--- src/rtl/csa_accum_resolve.sv ---
// csa_accum_resolve: carry-save multi-operand accumulator with a chunked binary resolve.
// Define CSA_ACCUM_OVF_EN to build overflow tracking; without it, out_ovf is tied to 0.
module csa_accum_resolve #(
  parameter int WIDTH = 8,
  parameter int ACC_W = 12,
  parameter int CHUNK = 4
) (
  input  logic             clk,
  input  logic             rst_n,
  input  logic             in_valid,
  output logic             in_ready,
  input  logic [WIDTH-1:0] in_data,
  input  logic             in_last,
  output logic             out_valid,
  input  logic             out_ready,
  output logic [ACC_W-1:0] out_data,
  output logic [7:0]       out_count,
  output logic             out_ovf
);
  localparam int NCHUNK = ACC_W / CHUNK;
  localparam int KW = NCHUNK > 1 ? $clog2(NCHUNK) : 1;

  typedef enum logic [1:0] {ACCUM, RESOLVE, OUTPUT} state_t;

  state_t           state_q, state_d;
  logic [ACC_W-1:0] s_q, s_d, c_q, c_d, r_q, r_d;
  logic [ACC_W-1:0] x, maj;
  logic [CHUNK:0]   csum;
  logic             cr_q, cr_d;
  logic [KW-1:0]    k_q, k_d;
  logic [7:0]       count_q, count_d;
  logic             out_valid_q, out_valid_d;
  logic             accept, last_chunk, hs;

  assign x          = ACC_W'(in_data);
  assign maj        = (s_q & c_q) | (s_q & x) | (c_q & x);
  // S and C are shifted right during resolve, so the low chunk is always the one being summed.
  assign csum       = {1'b0, s_q[CHUNK-1:0]} + {1'b0, c_q[CHUNK-1:0]} + (CHUNK+1)'(cr_q);
  assign in_ready   = state_q == ACCUM;
  assign accept     = in_valid && in_ready;
  assign last_chunk = k_q == KW'(NCHUNK - 1);
  assign hs         = out_valid_q && out_ready;
  assign out_valid  = out_valid_q;
  assign out_data   = r_q;
  assign out_count  = count_q;

  // Next-state for accumulate, chunked resolve and output hold.
  always_comb begin
    state_d     = state_q;
    s_d         = s_q;
    c_d         = c_q;
    r_d         = r_q;
    cr_d        = cr_q;
    k_d         = k_q;
    count_d     = count_q;
    out_valid_d = out_valid_q;
    case (state_q)
      ACCUM: begin
        if (accept) begin
          s_d     = s_q ^ c_q ^ x;
          c_d     = maj << 1;
          count_d = count_q == 8'hFF ? count_q : count_q + 8'd1;
          if (in_last) begin
            state_d = RESOLVE;
            k_d     = '0;
            cr_d    = 1'b0;
          end
        end
      end
      RESOLVE: begin
        r_d  = (r_q >> CHUNK) | (ACC_W'(csum[CHUNK-1:0]) << (ACC_W - CHUNK));
        s_d  = s_q >> CHUNK;
        c_d  = c_q >> CHUNK;
        cr_d = csum[CHUNK];
        k_d  = last_chunk ? '0 : k_q + 1'b1;
        if (last_chunk) state_d = OUTPUT;
      end
      OUTPUT: begin
        out_valid_d = !hs;
        if (hs) begin
          state_d = ACCUM;
          s_d     = '0;
          c_d     = '0;
          count_d = '0;
        end
      end
      default: state_d = ACCUM;
    endcase
  end

  // State, datapath and registered output-valid flops.
  always_ff @(posedge clk or negedge rst_n) begin
    if (!rst_n) begin
      state_q     <= ACCUM;
      s_q         <= '0;
      c_q         <= '0;
      r_q         <= '0;
      cr_q        <= 1'b0;
      k_q         <= '0;
      count_q     <= '0;
      out_valid_q <= 1'b0;
    end else begin
      state_q     <= state_d;
      s_q         <= s_d;
      c_q         <= c_d;
      r_q         <= r_d;
      cr_q        <= cr_d;
      k_q         <= k_d;
      count_q     <= count_d;
      out_valid_q <= out_valid_d;
    end
  end

`ifdef CSA_ACCUM_OVF_EN
  logic ovf_q, ovf_d;

  // Sticky overflow: carries dropped off the top of C, plus the final resolve carry-out.
  always_comb begin
    ovf_d = (state_q == OUTPUT && hs) ? 1'b0 :
            ovf_q | (accept && maj[ACC_W-1]) | (state_q == RESOLVE && last_chunk && csum[CHUNK]);
  end

  // Overflow flag register.
  always_ff @(posedge clk or negedge rst_n) begin
    if (!rst_n) ovf_q <= 1'b0;
    else        ovf_q <= ovf_d;
  end

  assign out_ovf = ovf_q;
`else
  assign out_ovf = 1'b0;
`endif

endmodule

--- config.mk ---
export PLATFORM = sky130hd
export DESIGN_NAME = csa_accum_resolve
export DESIGN_NICKNAME = d
export VERILOG_FILES = /design/src/rtl/csa_accum_resolve.sv
export SDC_FILE = /design/constraint.sdc
export NUM_CORES = 1
export LEC_CHECK = 0
export BUFFER_PORTS_ARGS = -buffer_cell sky130_fd_sc_hd__buf_2
export CORE_AREA = 4 4 67 115
export DETAILED_ROUTE_END_ITERATION = 12
export DIE_AREA = 0 0 71 119
export PLACE_DENSITY = 0.58
export SETUP_SLACK_MARGIN = 0.4
export SYNTH_ARGS = -nofsm -noshare
export SYNTH_HDL_FRONTEND = slang
export SYNTH_SLANG_ARGS = --single-unit
--- constraint.sdc ---
create_clock -name clk -period 3.2 [get_ports clk]
set_input_delay 0.32 -clock clk [delete_from_list [all_inputs] [get_ports clk]]
set_output_delay 0.32 -clock clk [all_outputs]
set_load 0.02 [all_outputs]
Word level (Yosys, flattened, before mapping)
Index checks and enable logic that the tools add are counted.
W data, S select, Z words.
{ "classes": {"reduce_logical": 11, "mux": 21, "n_addsub": 4, "eq_ne": 9, "n_bitwise": 8} }
{ "op_table": {"columns": ["operator", "count"], "rows": [
  ["$pmux W12 S3", 2],
  ["$mux W12", 3],
  ["$mux W8", 3],
  ["$and A11 B8 Y11", 2],
  ["$or A11 B11 Y11", 2],
  ["$pmux W8 S2", 1],
  ["$mux W2", 7],
  ["$or A8 B12 Y12", 1],
  ["$xor A12 B12 Y12", 1],
  ["$xor A12 B8 Y12", 1],
  ["$and A11 B11 Y11", 1],
  ["$add A8 B1 Y8 const B", 1],
  ["$eq A8 B8 Y1 const B", 1],
  ["$reduce_and A4 Y1", 2],
  ["$ne A2 B2 Y1 const B", 3],
  ["$pmux W2 S3", 1],
  ["$reduce_and A3 Y1", 2],
  ["$add A4 B4 Y5", 1],
  ["$add A5 B1 Y5", 1],
  ["$eq A2 B2 Y1 const B", 2],
  ["$ne A2 B1 Y1 const B", 2],
  ["$pmux W2 S2", 1],
  ["$reduce_bool A2 Y1", 2],
  ["$reduce_bool A3 Y1", 1],
  ["7 further kinds", 9]
]} }
{ "totals": {"reg_bits": 50} }

Longest topological paths before layout
Gate-level depths: netlist (run 1).
{ "logic_depth": {"ltp_word": 5, "mapped_depth": 8} }

Least setup slack after synthesis (run 1)
OpenSTA, ideal clock, no wires.
{ "synth_timing": {"path_type": "reg-to-reg", "startpoint": "reg state_q[0]", "endpoint": "reg count_q[7] (netlist: out_count[7])", "arrival_time_ps": 1884, "required_time_ps": 3079, "setup_slack_ps": 1194, "path_stages_with_launch": 8, "n_path_buf": 1, "cell_sequence": "dfrtp_1 -> inv_1 -> ha_1 -> nor2b_1 -> or3_1 -> buf_2 -> or2_4 -> o22a_1"} }
{ "synth_via": {"elab_chain_cells": 4, "elab_cells_between_ends": 9} }
{ "synth_lines": {"columns": ["item", "line_no", "rtl"], "rows": [
  ["start: declaration", "25", "state_t state_q, state_d;"],
  ["start signal: assignment", "103", "state_q <= state_d;"],
  ["$logic_not A2 Y1 (*)", "39", "assign in_ready = state_q == ACCUM;"],
  ["via in_ready", "11", "output logic in_ready,"],
  ["$logic_and A1 B1 Y1", "40", "assign accept = in_valid && in_ready;"],
  ["$ne A2 B1 Y1 (no source line)", null, null],
  ["$reduce_and A4 Y1 (no source line)", null, null],
  ["end signal: assignment", "109", "count_q <= count_d;"],
  ["end: declaration", "31", "logic [7:0] count_q, count_d;"]
]} }
The timed path passes the listed nets; every way through them passes the cells marked *.
A chain may end at the register's enable or synchronous reset.

Worst setup path in the final report (run 1)
{ "layout_timing": {"startpoint": "reg state_q[0]", "endpoint": "reg count_q[7] (netlist: out_count[7])"} }
{ "layout_via": {"elab_chain_cells": 4, "elab_cells_between_ends": 9} }
{ "layout_lines": {"columns": ["item", "line_no"], "rows": [
  ["$logic_not A2 Y1", "39, 57"],
  ["$logic_and A1 B1 Y1", "40"],
  ["$ne A2 B1 Y1 (no source line)", null],
  ["$reduce_and A4 Y1 (no source line)", null]
]} }
Parallel ways exist; a longest one is shown, timed or not.

==> results.sh, run 1 <==
export IMPL_die_x_um=71
export IMPL_max_clock_path_buffers=2
export IMPL_synthXorXnorAreaFrac_pct=0.332
export IMPL_drv_cap=0
export IMPL_nets=322
export IMPL_hold_buffers=0
export IMPL_synth_cell_area_um2=2640
export IMPL_grt_max_degree=42
export IMPL_dieArea_um2=8450
export IMPL_crit_start="state_q[0]"
export IMPL_clk_pin_slew_ps=70
export IMPL_worstSetupEndpointType="flip-flop"
export IMPL_placement_io_buffers=34
export IMPL_route_detailed_wl_per_inst_um=15.0
export IMPL_fp_coreArea_um2=6810
export IMPL_ys_seq_elements=50
export IMPL_start_kind="flip-flop"
export IMPL_synthAdderAreaFrac_pct=13.3
export IMPL_setup_tns_ps=0
export IMPL_fin_crit_sh_pct=68.0
export IMPL_synth_edf_count=0
export IMPL_cts_resized=0
export IMPL_hold_path_class="in -> async"
export IMPL_tightest_slew_ps=909
export IMPL_cts_setup_buffers=0
export IMPL_crit_fanout=13
export IMPL_worstPathRequired_ps=3380
export IMPL_htree_levels=2
export IMPL_synthMuxAreaShare_pct=5.83
export IMPL_status="finished clean"
export IMPL_utilization_pct=45.3
export IMPL_n_antenna_cell=0
export IMPL_holdWs_ps=158
export IMPL_num_rows=40
export IMPL_dpl_hpwl_um=4120
export IMPL_ir_drop_v=0.000475
export IMPL_power_total_mw=3.50
export IMPL_setup_viol_count_final=0
export IMPL_grt_ovfl_total=0
export IMPL_finish_instance_area_um2=3080
export IMPL_dpl_cell_area_um2=2910
export IMPL_drt_iter0_markers=138
export IMPL_path_class="reg -> reg"
export IMPL_power_density_nw_per_um2=1130
export IMPL_grt_pass1_vias=1978
export IMPL_vias_per_cell=5.27
export IMPL_dpl_cell_count=364
export IMPL_layout_drive_gt1_share_pct=21.9
export IMPL_cts_tree="done"
export IMPL_hold_viol=0
export IMPL_clock_latency_ps=290
export IMPL_slew_headroom_pct=39.4
export IMPL_critical_path_arrival_ps=2350
export IMPL_finalCriticalPeriod_ps=2180
export IMPL_worst_clock_skew_ps=6.54
export IMPL_synth_top_family_by_area="compound AO/OA/AOI/OAI gates"
export IMPL_synth_cell_type_count=39
export IMPL_grt_pass1_wl_um=9730
export IMPL_synth_top_area_share_pct=47.4
export IMPL_dp_slack_ps=1040
export IMPL_vias=1961
export IMPL_ioPinCount=36
export IMPL_slew_violations=0
export IMPL_die_h_um=119
export IMPL_ys_warn_count=0
export IMPL_wl_um=5570
export IMPL_synthArstFlopShare_pct=100
export IMPL_synth_compound_area_share_pct=14.8
export IMPL_gp_congestion=0.753
export IMPL_cts_sinks=50
export IMPL_synth_area_leaders="dfrtp_1 47%, fa_1 7.6%, ha_1 5.7%"
export IMPL_area_growth_pct=16.8
export IMPL_grt_usage_pct=14.6
export IMPL_synthSimpleGateAreaFrac_pct=13.8
export IMPL_ys_seq_area_share_pct=47.4
export IMPL_drc=0
export IMPL_grt_setup_unrepaired="false"
export IMPL_yosysTopAreaCell="dfrtp_1"
export IMPL_drt_pass1_iterations=4
export IMPL_cts_made_buffers=5
export IMPL_syn_nets=288
export IMPL_synthCells=253
export IMPL_ant_nets=0
export IMPL_synth_avg_cell_area_um2=10.4
export IMPL_antenna_found_initial=0
export IMPL_synth_main_ff_cell="dfrtp_1"
export IMPL_setup_ws_ps=1020
export IMPL_fin_cells=372
export IMPL_reg2reg_from="state_q[0]"
export IMPL_max_freq_mhz=459
export IMPL_cts_root_buf="clkbuf_16"
export IMPL_p_leak_nw=1.49
export IMPL_n_fill_cell=704
export IMPL_start_util_pct=38.8
[cell usage after synthesis, types with 2 or more instances]
cell type  instances
dfrtp_1           50
a21oi_1           10
a31oi_1            2
or3_1              3
nor2b_1            2
nor2_1            25
inv_1             16
nor3_1             2
clkbuf_1           9
fa_1              10
mux2i_1            3
o21a_1             2
o21ai_0           13
a221oi_1          13
buf_2              2
nand2b_1           3
o31ai_1            7
a21bo_2            2
nand3_1           10
mux2_2            11
nand2_1           24
o22a_1             2
and3_1             5
ha_1              12
[flip-flops by register name, summed over array words and instances, names as in the netlist]
signal	flops
state_q	2
c_q	12
out_data	12
cr_q	1
out_valid	1
k_q	2
out_count	8
s_q	12
[cells by family after synthesis]
| family | Yosys count |
|---|---|
| adders and majority gates | 22 |
| xor gates and xnor gates | 1 |
| AOI/OAI and AO/OA | 57 |
| buffers and inverters | 29 |
| muxes | 14 |
| DFF | 50 |
| other | 1 |
| and+or+nand+nor | 79 |
[worst max-delay path: stages, from the launching register on]
cell and delay [ps]:
dfrtp_1 390, inv_1 90, ha_1 340, a21boi_1 220, or3_1 510, or2_4 300, o22a_1 200
[power by group]
group	internal (mW)	switching [mW]
registers	0.901	0.233
clock network	0.393	0.237
logic	0.733	0.998
total	2.03	1.47
[metal layers]
layer  share of wire [%]  global-route usage [%]
met1                  40                    17.2
met2                  54                    25.1
met3                 3.4                    3.29
met5                   0                       0
met4                 2.1                    5.88
[worst paths after layout]
kind                                 to  slack (ps)  depth (start not counted)
setup / recovery           out_count[7]        1020                          6
setup reg to reg           out_count[7]        1020                          6
hold reg to reg                 c_q[10]         500                          2
max in group asynchronous  out_count[6]        2350                          2
min in group clk              out_valid         350                          3
hold / removal              out_data[2]         160                          1
[layout make-up]
type	count	area, µm²	area share (%)
Clock inverter	2	38.8	1.26
Multi-Input combinational cell	174	1270	41.3
Timing Repair Buffer	40	215	6.98
Inverter	16	60.1	1.95
Sequential cell	50	1250	40.6
Tap cell	84	105	3.41
Clock buffer	6	139	4.50
[placed cells by master (no fill, tap or decap), drive strengths merged]
| master | n |
|---|---|
| a31oi | 2 |
| a21oi | 10 |
| nand3 | 10 |
| clkbuf | 6 |
| a21boi | 1 |
| nor4 | 1 |
| nor3 | 3 |
| o22a | 2 |
| nand2b | 3 |
| and4 | 1 |
| o221ai | 1 |
| nand2 | 24 |
| conb | 1 |
| a21bo | 2 |
| mux2i | 3 |
| buf | 40 |
| or3 | 3 |
| or2 | 1 |
| bufinv | 1 |
| nor2 | 25 |
| mux2 | 11 |
| nand4 | 1 |
| fa | 10 |
| inv | 17 |
| xnor2 | 1 |
| a22o | 1 |
| o21a | 2 |
| a21o | 1 |
| a211oi | 1 |
| o21ai | 14 |
| and3 | 5 |
| nor2b | 2 |
| a221oi | 13 |
| o31ai | 7 |
| dfrtp | 50 |
| ha | 12 |
(Power assumes the default switching activity.)
==> inputs of run 2 (changes only) <==
- PLACE_DENSITY: 0.58 -> 0.6
- clock period: 3.2 -> 1.75 ns (I/O delays scaled with it)
==> run 2 against run 1 <==
  * The flow now finishes with violations (negative setup slack)
  * Power grew to 2.5 times the previous value
  * Critical path depth is 1 higher
  * Largest cell class unchanged
  * Count of clock-buffer cells in the layout is 1 lower
  * Global-route usage is 2.0 points higher
  * Clock skew is 1.2 ps lower
  * First-iteration DRC count is 25% lower
  * Hold slack better by 64 ps
==> results.sh, run 2 (synthesis gave the netlist of run 1 again) <==
export IMPL_fin_crit_sh_pct=103
export IMPL_die_h_um=119
export IMPL_wl_um=6650
export IMPL_highest_layer="met4"
export IMPL_dpl_cell_count=383
export IMPL_critical_path_arrival_ps=1990
export IMPL_slew_violations=0
export IMPL_clk_pin_slew_ps=70
export IMPL_grt_ovfl_total=0
export IMPL_nets=369
export IMPL_grt_max_degree=22
export IMPL_worst_clock_skew_ps=5.36
export IMPL_slew_headroom_pct=62.3
export IMPL_gp_congestion=0.729
export IMPL_clock_latency_ps=300
export IMPL_n_fill_cell=603
export IMPL_vias=2189
export IMPL_min_from="out_ready"
export IMPL_reg2reg_from="state_q[1]"
export IMPL_placement_io_buffers=34
export IMPL_grt_usage_pct=16.6
export IMPL_fp_coreArea_um2=6810
export IMPL_drt_iter0_markers=104
export IMPL_layout_drive_gt1_share_pct=49.1
export IMPL_dr_wl_met3_um=180
export IMPL_ioPinCount=36
export IMPL_met1_length_um=2560
export IMPL_drv_cap=0
export IMPL_cts_made_buffers=5
export IMPL_finalCriticalPeriod_ps=1810
export IMPL_failed_checks="negative setup slack"
export IMPL_dpl_hpwl_um=4230
export IMPL_cts_tree="done"
export IMPL_htree_levels=2
export IMPL_setup_viol_count_final=16
export IMPL_worstPathRequired_ps=1930
export IMPL_grt_pass1_vias=2251
export IMPL_drc=0
export IMPL_die_x_um=71
export IMPL_vias_per_cell=5.24
export IMPL_mostFrequentLayoutCells="48 x dfrtp_1, 33 x buf_2, 32 x buf_4"
export IMPL_route_detailed_wl_per_inst_um=15.9
export IMPL_start_util_pct=38.8
export IMPL_ant_nets=0
export IMPL_max_clock_path_buffers=2
export IMPL_n_antenna_cell=0
export IMPL_final_common_cell="dfrtp_1"
export IMPL_hold_viol=0
export IMPL_drt_pass1_iterations=4
export IMPL_power_density_nw_per_um2=2240
export IMPL_max_freq_mhz=554
export IMPL_ir_drop_v=0.000951
export IMPL_p_leak_nw=1.89
export IMPL_crit_start="state_q[1]"
export IMPL_crit_path_max_incr_delay_ps=430
export IMPL_path_cells="buf_6 -> inv_6 -> ha_4 -> nor2b_4 -> or3_4 -> or2_4 -> o22a_1"
export IMPL_setup_ws_ps=-55.6
export IMPL_area_growth_pct=49.6
export IMPL_dp_slack_ps=-288
export IMPL_cts_sinks=50
export IMPL_hold_path_class="in -> reg"
export IMPL_grt_pass1_wl_um=11000
export IMPL_worst_path_max_delay_cell="or3_4"
export IMPL_tightest_slew_ps=564
export IMPL_worstSetupEndpointType="flip-flop"
export IMPL_path_class="reg -> reg"
export IMPL_crit_fanout=9
export IMPL_grt_setup_unrepaired="true"
export IMPL_num_rows=40
export IMPL_fin_cells=418
export IMPL_start_kind="flip-flop"
export IMPL_antenna_found_initial=0
export IMPL_dr_wl_met2_um=3770
export IMPL_status="complete, but fails checks"
export IMPL_dieArea_um2=8450
export IMPL_cts_root_buf="clkbuf_16"
run 2: cell type report:
class | count | area, µm² | share of cell area, %
Clock inverter | 2 | 15.0 | 0.380
Inverter | 16 | 65.1 | 1.65
Timing Repair Buffer | 87 | 733 | 18.6
Sequential cell | 50 | 1250 | 31.7
Multi-Input combinational cell | 174 | 1650 | 41.8
Tap cell | 84 | 105 | 2.66
Clock buffer | 5 | 125 | 3.17
run 2: what timing repair did:
item	in CTS	in global routing
setup endpoints to repair	49	51
resized for setup	58	40
buffers inserted	16	8
hold buffers	1	0
pin swaps	7	9
cloned	2	1
endpoints found under the hold margin	15	0
run 2: critical path, delay by kind of cell (launching register included):
kind / cells / cell delay [ps]
AOI/OAI and AO/OA: 1 / 190
adders and majority gates: 1 / 150
buffers and inverters: 2 / 150
DFF: 1 / 380
and+or+nand+nor: 3 / 820
run 2: metal layers:
metal  vias to the layer above  GRT usage (%)
met2                        35           29.7
met1                      1098           19.1
met4                         0           6.24
met5                         -              0
met3                        10           3.38
li1                       1046              -
run 2: path summary, 6_finish.rpt:
path / to / slack (ps) / cells after the start
setup / recovery: out_count[7] / -60 / 7
hold / removal: out_valid / 220 / 3
setup reg to reg: out_count[7] / -60 / 7
hold reg to reg: out_data[3] / 500 / 1
max in group asynchronous: c_q[1] / 790 / 3
min in group asynchronous: out_count[5] / 340 / 2
run 2: per-stage QoR:
| step | total power [mW] | setup TNS [ps] | area (µm²) | util [%] | hold slack [ps] |
|---|---|---|---|---|---|
| 3_3_place_gp | 5.72 | -3320 | 3120 | 45.9 | 125 |
| 4_1_cts | 8.00 | -458 | 3680 | 54.1 | 234 |
| 2_1_floorplan | 4.69 | -38.5 | 2730 | - | -121 |
| 3_5_place_dp | 5.83 | -4280 | 3120 | 45.9 | 129 |
| 6_report | 8.83 | -479 | 3950 | 58.0 | 222 |
| 5_1_grt | 9.47 | -2240 | 3950 | 58.0 | 238 |
run 2: where the power goes:
part	internal, mW	switching, mW	leakage, nW
registers	1.65	0.439	0.627
logic	3.01	2.76	1.20
clock network	0.523	0.446	0.0619
==> inputs of run 3 (changes only) <==
- CORE_AREA: 4 4 67 115 -> 4 4 71 122
- DIE_AREA: 0 0 71 119 -> 0 0 75 126
- PLACE_DENSITY: 0.6 -> 0.54
==> run 3 against run 2 <==
  * The flow still finishes with violations (negative setup slack)
  * Hold slack better by 52 ps
  * Largest power group unchanged
  * Via count down 0.55%
  * Wire length down 0.47%
  * Fmax up 0.61%
  * Clock power up 2.3%
  * Final area up 0.16%
  * Critical endpoint unchanged
==> results.sh, run 3 (synthesis gave the netlist of run 1 again) <==
export IMPL_hold_viol=0
export IMPL_slew_violations=0
export IMPL_regArea_um2=1250
export IMPL_worst_path_max_delay_cell="or3_4"
export IMPL_worstPathRequired_ps=1930
export IMPL_grt_pass1_wl_um=11000
export IMPL_die_h_um=126
export IMPL_clk_pin_slew_ps=70
export IMPL_p_leak_nw=1.85
export IMPL_start_util_pct=34.6
export IMPL_gp_congestion=0.754
export IMPL_path_class="reg -> reg"
export IMPL_fin_crit_sh_pct=103
export IMPL_drv_cap=0
export IMPL_mostFrequentLayoutCells="48 x dfrtp_1, 33 x buf_2, 30 x buf_4"
export IMPL_reg2reg_from="state_q[1]"
export IMPL_ioPinCount=36
export IMPL_clock_latency_ps=300
export IMPL_antenna_found_initial=0
export IMPL_num_rows=42
export IMPL_finish_instance_area_um2=3960
export IMPL_grt_pass1_vias=2159
export IMPL_crit_start="state_q[1]"
export IMPL_grt_max_degree=51
export IMPL_path_cells="buf_6 -> ha_4 -> a21boi_4 -> or3_4 -> or2_4 -> o22a_1"
export IMPL_vias_per_cell=5.22
export IMPL_crit_path_max_incr_delay_ps=410
export IMPL_max_freq_mhz=557
export IMPL_reg2reg_slack_ps=-40
export IMPL_drt_iter0_markers=57
export IMPL_failed_checks="negative setup slack"
export IMPL_crit_fanout=3
export IMPL_multi_input_area_um2=1670
export IMPL_cts_tree="done"
export IMPL_dpl_hpwl_um=4300
export IMPL_reg2reg_to="out_count[7]"
export IMPL_dp_slack_ps=-270
export IMPL_setup_viol_count_final=18
export IMPL_drt_pass1_iterations=4
export IMPL_layout_drive_gt1_share_pct=48.9
export IMPL_wl_um=6620
export IMPL_dpl_cell_area_um2=3130
export IMPL_vias=2177
export IMPL_critical_path_arrival_ps=1980
export IMPL_fp_coreArea_um2=7620
export IMPL_reg2reg_depth=6
export IMPL_area_growth_pct=49.8
export IMPL_nets=363
export IMPL_grt_usage_pct=15.3
export IMPL_final_common_cell="dfrtp_1"
export IMPL_worst_clock_skew_ps=7.45
export IMPL_max_clock_path_buffers=2
export IMPL_dieArea_um2=9450
export IMPL_grt_ovfl_total=0
export IMPL_finalCriticalPeriod_ps=1790
export IMPL_status="complete, but fails checks"
export IMPL_die_x_um=75
export IMPL_hold_path_class="in -> reg"
export IMPL_cts_sinks=50
export IMPL_ir_drop_v=0.000867
export IMPL_route_detailed_wl_per_inst_um=15.9
export IMPL_worstSetupEndpointType="flip-flop"
export IMPL_start_kind="flip-flop"
export IMPL_worstSetupEndpoint="out_count[7]"
export IMPL_cts_made_buffers=5
export IMPL_placement_io_buffers=34
export IMPL_grt_setup_unrepaired="true"
export IMPL_setup_ws_ps=-44.7
export IMPL_ant_nets=0
export IMPL_htree_levels=2
export IMPL_n_antenna_cell=0
export IMPL_power_density_nw_per_um2=2230
export IMPL_cts_root_buf="clkbuf_16"
export IMPL_n_fill_cell=657
export IMPL_drc=0
-- run 3: repair_timing --
item | CTS | global route
hold endpoints to repair | 50 | 0
buffers inserted | 9 | 11
pin swaps | 12 | 12
hold buffers | 1 | 0
resized for setup | 67 | 26
cloned | 3 | 0
setup endpoints to repair | 49 | 51
-- run 3: layout make-up --
| cell class | count | area share (%) |
|---|---|---|
| Inverter | 16 | 1.65 |
| Timing Repair Buffer | 81 | 18.0 |
| Clock buffer | 5 | 3.16 |
| Tap cell | 88 | 2.78 |
| Sequential cell | 50 | 31.7 |
| Multi-Input combinational cell | 174 | 42.1 |
| Clock inverter | 3 | 0.633 |
-- run 3: critical path: cells and delay by family (launching register included) --
family                     cells  cell delay (ps)
and+or+nand+nor                2              670
DFF                            1              400
AOI/OAI and AO/OA              2              330
adders and majority gates      1              150
buffers and inverters          1              130
-- run 3: stage by stage --
| step | std cells | power, mW | TNS [ps] | hold slack (ps) | util, % |
|---|---|---|---|---|---|
| after floorplan | 253 | 4.69 | -38.5 | -121 | - |
| after global placement | 385 | 5.70 | -3330 | 189 | 41.0 |
| after detailed placement | 385 | 5.81 | -3750 | 189 | 41.0 |
| after CTS | 406 | 8.18 | -59.0 | 270 | 48.8 |
| after global routing | 417 | 9.45 | -1900 | 287 | 51.9 |
| final | 417 | 8.83 | -218 | 274 | 51.9 |
-- run 3: routing by layer --
metal / vias up / share of wire, % / routed length, µm / global-route usage [%]
met5: - / 0 / 0 / 0
met4: 0 / 2.6 / 169 / 5.35
met3: 10 / 3.3 / 216 / 2.95
met2: 35 / 57 / 3740 / 27.0
met1: 1094 / 38 / 2490 / 17.6
li1: 1038 / - / - / -
-- run 3: how the worst min path moves through the flow --
| stage | end | depth (start not counted) | slack, ps | start |
|---|---|---|---|---|
| finish | out_valid | 3 | 270 | out_ready |
| floorplan | c_q[0] | 0 | -120 | rst_n |
| global placement | out_count[7] | 2 | 190 | rst_n |
| CTS | out_valid | 3 | 270 | out_ready |
| global route | out_valid | 3 | 290 | out_ready |
| detailed placement | out_count[5] | 2 | 190 | rst_n |
-- run 3: where the power goes --
group,total (mW),internal (mW),switching [mW]
Sequential,2.06,1.65,0.409
Combinational,5.78,3.00,2.78
Clock,0.991,0.538,0.454
Total,8.83,5.18,3.65
